[config.mk]
export PLATFORM = sky130hd
export DESIGN_NAME = uart_rx_fifo
export DESIGN_NICKNAME = d
export VERILOG_FILES = /design/src/rtl/uart_pkg.sv /design/src/rtl/uart_fifo_ram.sv /design/src/rtl/uart_rx_fifo.sv
export SDC_FILE = /design/constraint.sdc
export NUM_CORES = 1
export LEC_CHECK = 0
export ABC_AREA = 0
export CORE_MARGIN = 1
export CORE_UTILIZATION = 64
export DETAILED_ROUTE_END_ITERATION = 10
export PLACE_DENSITY = 0.9
export SKIP_CTS_REPAIR_TIMING = 1
export SYNTH_ARGS = -nofsm -noshare
export SYNTH_HDL_FRONTEND = slang
export SYNTH_SLANG_ARGS = --single-unit
export TNS_END_PERCENT = 30
[constraint.sdc]
create_clock -name clk -period 5.7 [get_ports clk]
set_input_delay 1.14 -clock clk [delete_from_list [all_inputs] [get_ports clk]]
set_output_delay 1.14 -clock clk [all_outputs]
set_load 0.1 [all_outputs]
[src/rtl/uart_pkg.sv]
// uart_pkg: shared UART constants for the receive path.
package uart_pkg;
    localparam int UART_DATA_W = 8;
    localparam logic [UART_DATA_W-1:0] BRK_CHAR = 8'h03;
endpackage

[src/rtl/uart_fifo_ram.sv]
// uart_fifo_ram: DEPTH x byte register array, synchronous write port, asynchronous read port.
module uart_fifo_ram
    import uart_pkg::*;
#(
    parameter int DEPTH = 16,
    parameter int AW = $clog2(DEPTH)
) (
    input  logic                   clk,
    input  logic                   we,
    input  logic [AW-1:0]          waddr,
    input  logic [UART_DATA_W-1:0] wdata,
    input  logic [AW-1:0]          raddr,
    output logic [UART_DATA_W-1:0] rdata
);
    logic [UART_DATA_W-1:0] mem [DEPTH];

    always_ff @(posedge clk) begin
        if (we) mem[waddr] <= wdata;
    end

    assign rdata = mem[raddr];
endmodule

[src/rtl/uart_rx_fifo.sv]
// uart_rx_fifo: first-word fall-through byte FIFO behind a UART receiver with sticky overrun.
// Define UART_RX_FIFO_BRK_EN to turn a received Ctrl-C into a flush plus one-cycle brk pulse.
module uart_rx_fifo
    import uart_pkg::*;
#(
    parameter int DEPTH = 16,
    parameter int AW = $clog2(DEPTH)
) (
    input  logic                   clk,
    input  logic                   resetq,
    input  logic [UART_DATA_W-1:0] rx_data,
    input  logic                   rx_valid,
    output logic                   rx_rd,
    input  logic                   pop,
    output logic [UART_DATA_W-1:0] dout,
    output logic                   empty,
    output logic                   full,
    output logic [AW:0]            count,
    output logic                   overrun,
    input  logic                   clr_ovr,
    output logic                   brk
);
    logic [AW-1:0]          wptr_q, wptr_d, rptr_q, rptr_d;
    logic [AW:0]            count_q, count_d;
    logic                   ovr_q, ovr_d, rd_q, rd_d;
    logic                   offer, is_brk, do_push, do_pop, ovr_set;
    logic [UART_DATA_W-1:0] ram_rd;

    assign empty = count_q == '0;
    assign full  = count_q == (AW+1)'(DEPTH);

    always_comb begin
        // the acknowledge cycle blocks a second take of the same byte
        offer   = rx_valid && !rd_q;
`ifdef UART_RX_FIFO_BRK_EN
        is_brk  = offer && rx_data == BRK_CHAR;
`else
        is_brk  = 1'b0;
`endif
        do_pop  = pop && !empty && !is_brk;
        do_push = offer && (!full || do_pop) && !is_brk;
        ovr_set = offer && full && !do_pop && !is_brk;
        wptr_d  = is_brk ? '0 : wptr_q + AW'(do_push);
        rptr_d  = is_brk ? '0 : rptr_q + AW'(do_pop);
        count_d = is_brk ? '0 : count_q + (AW+1)'(do_push) - (AW+1)'(do_pop);
        ovr_d   = is_brk ? 1'b0 : ovr_set ? 1'b1 : clr_ovr ? 1'b0 : ovr_q;
        rd_d    = offer;
    end

    always_ff @(posedge clk) begin
        if (!resetq) begin
            wptr_q  <= '0;
            rptr_q  <= '0;
            count_q <= '0;
            ovr_q   <= 1'b0;
            rd_q    <= 1'b0;
        end else begin
            wptr_q  <= wptr_d;
            rptr_q  <= rptr_d;
            count_q <= count_d;
            ovr_q   <= ovr_d;
            rd_q    <= rd_d;
        end
    end

`ifdef UART_RX_FIFO_BRK_EN
    logic brk_q, brk_d;
    assign brk_d = is_brk;
    always_ff @(posedge clk) begin
        if (!resetq) brk_q <= 1'b0;
        else         brk_q <= brk_d;
    end
    assign brk = brk_q;
`else
    assign brk = 1'b0;
`endif

    uart_fifo_ram #(.DEPTH(DEPTH), .AW(AW)) u_ram (
        .clk   (clk),
        .we    (do_push),
        .waddr (wptr_q),
        .wdata (rx_data),
        .raddr (rptr_q),
        .rdata (ram_rd)
    );

    assign dout    = empty ? '0 : ram_rd;
    assign count   = count_q;
    assign overrun = ovr_q;
    assign rx_rd   = rd_q;
endmodule

==> impl_metrics.tcl <==
set metrics [dict create \
    cp_slowest_cell "clkdlybuf4s50_1" \
    ys_seq_area_frac 0.725 \
    reg2reg_from "count[2]" \
    initial_core_util 0.659 \
    area_delta_synth_final_pct 15.6 \
    numCtsBuffers 17 \
    antenna_found_initial 0 \
    drt_iter0_drc 230 \
    dr.pass1.iters 9 \
    dieWidth_um 96.5 \
    final-setup-viol-count 0 \
    antenna_cells 0 \
    grt-busiest-layer "met2" \
    clockRootBuffer "clkbuf_8" \
    placed_area_um2 6080 \
    clk_latency_ns 0.52 \
    min_period_over_period 0.840 \
    grt_max_degree 24 \
    arrival_ns 3.65 \
    hold_class "flop to flop" \
    skew_ns 0.00623 \
    fillers 446 \
    ys_types 35 \
    cts_tree "yes" \
    syn_inst 299 \
    worst_pin_slew_ns 1.00 \
    num_rows 34 \
    wl_per_cell_um 25.6 \
    grt_overflow 0 \
    dieHeight_um 96.5 \
    slew_viol_final 0 \
    cp.required_ns 4.56 \
    min_period_ns 4.79 \
    synth_nets 322 \
    fin_nets 363 \
    start_kind "flop" \
    ant_nets 0 \
    slew_headroom 0.329 \
    synth_top_area_frac 0.673 \
    cts_num_sinks 143 \
    crit_type "flop to output pin" \
    crit_fanout 12 \
    synth_seq_cells 143 \
    worstSetupStartpoint "rptr_q[2]" \
    fin_util 0.761 \
    end_kind "output pin" \
    grt_first_pass_wirelength_um 16900 \
    vias 2987 \
    clkTransAtPathRegs_ns 0.06 \
    wirelength_um 11800 \
    peakVddDrop_mv 0.302 \
    rsz0062_at_grt "false" \
    hold_viol_final 0 \
    grt_pass1_vias 2955 \
    htree_levels 4 \
    worstPathCellList "nand2_1 -> nor2_1 -> a22oi_1 -> o21ai_1 -> clkdlybuf4s50_1" \
    ys_warn_count 0 \
    max_cap_viol_count 0 \
    hpwl_um 6600 \
    vias_per_cell 6.48 \
    globalplace.congestion 0.755 \
    tns_ns 0 \
    status "finished, final reports clean" \
    min_from "overrun" \
    layout-drive-gt1-share 0.210 \
    core_region_area_um2 8680 \
    design_area_um2 6610 \
    synthTopCellsByArea "edfxtp_1, mux4_2, dfxtp_1" \
    clock_path_buffers 2 \
    use_met2 0.437 \
    yosysTopAreaCell "edfxtp_1" \
    synth_area_um2 5720 \
    fmax_mhz 209 \
    io_buffer_count 29 \
    remaining_drc_errors 0 \
    avgSynthCellArea_um2 19.1 \
    die-area_um2 9310 \
    ioPinCount 31 \
    p_per_area_nw_per_um2 505 \
    grt_use_met1 0.350 \
    use_met3 0.0571 \
    slowest_delay_ns 1.19 \
    grt_usage 0.274 \
    leakagePower_nw 2.12 \
]
## sequential cells by signal (all words and copies together) (netlist names)
name / flops
u_ram.mem: 128
rptr_q: 4
overrun: 1
wptr_q: 4
count: 5
rx_rd: 1
## where the power goes
part | switching (mW) | internal [mW]
registers | 0.0783 | 1.18
clock network | 0.398 | 0.566
logic | 0.743 | 0.369
total | 1.22 | 2.12
## path summary, 6_finish.rpt
path	end	slack [ns]	depth (start not counted)
worst max register to register	count[4]	2.89	13
worst min register to register	overrun	0.49	2
worst min-delay path	overrun	0.49	2
worst max-delay path	dout[0]	0.91	5
## logic make-up after synthesis
logic type	count (synthesis)	synth area share
compound gates	23	0.0247
mux	40	0.140
other cells	1	0.000656
buf+inv	22	0.0250
fa+ha+maj	10	0.0232
xor+xnor	7	0.0107
flops	143	0.725
simple gates	53	0.0506
## metal layers
layer,vias to the layer above,share of wire
met2,175,0.52
li1,1262,-
met3,41,0.074
met1,1509,0.38
met5,-,0
met4,0,0.035
## critical path, delay by kind of cell (launching register included)
family          cells  cell delay, ns
compound gates      2            0.42
flops               1            0.78
simple gates        2            0.71
buf+inv             1            1.19
## per-stage QoR
step,worst slack (ns),hold slack (ns),std cells,power (mW)
floorplan,1.05,0.505,299,2.16
global placement,1.54,0.462,429,2.34
detailed placement,1.43,0.490,429,2.37
CTS,0.883,0.491,461,3.35
global route,0.763,0.518,461,3.45
finish,0.914,0.489,461,3.34
## synthesized netlist by cell type (all sizes together)
cell type  number
edfxtp        128
mux4           32
nor2           23
dfxtp          15
buf            11
o21ai          10
ha              9
a22oi           8
inv             8
mux2i           8
and2            5
nand2b          5
nor3            5
a21oi           4
nand2           4
xnor2           4
nand3           3
nand3b          3
xor2            3
clkbuf          2
nor3b           2
a21o            1
and4bb          1
clkinv          1
conb            1
fa              1
nor4b           1
or2             1
## cells in the final DEF (no fill, tap or decap)
| master | n |
|---|---|
| or2_2 | 1 |
| nor3b_1 | 1 |
| nand3b_1 | 3 |
| clkbuf_16 | 16 |
| nand3_1 | 3 |
| xnor2_1 | 4 |
| nor4b_4 | 1 |
| and2_1 | 5 |
| mux4_2 | 32 |
| and4bb_2 | 1 |
| nor2_1 | 23 |
| xor2_1 | 3 |
| nand2b_1 | 5 |
| ha_1 | 9 |
| nand2_1 | 4 |
| clkinv_1 | 1 |
| o21ai_0 | 2 |
| clkbuf_1 | 2 |
| clkbuf_8 | 4 |
| dfxtp_2 | 1 |
| mux2i_1 | 8 |
| a21o_1 | 1 |
| o21ai_1 | 8 |
| dfxtp_1 | 14 |
| conb_1 | 1 |
| inv_1 | 8 |
| nor3b_2 | 1 |
| edfxtp_1 | 128 |
| clkdlybuf4s50_1 | 29 |
| a22oi_1 | 8 |
| a21oi_2 | 1 |
| buf_4 | 6 |
| fa_1 | 1 |
| a21oi_1 | 3 |
| clkinv_2 | 5 |
| inv_6 | 1 |
| clkinvlp_4 | 4 |
| nor3_1 | 5 |
## area by class of cell
type	instances	area [um2]	area share
Clock buffer	22	463	0.0701
Clock inverter	10	63.8	0.00966
Multi-Input combinational cell	134	1430	0.216
Tap cell	108	135	0.0205
Inverter	9	33.8	0.00511
Timing Repair Buffer	35	335	0.0508
Sequential cell	143	4150	0.628
Power figures use the tool's default switching activity.
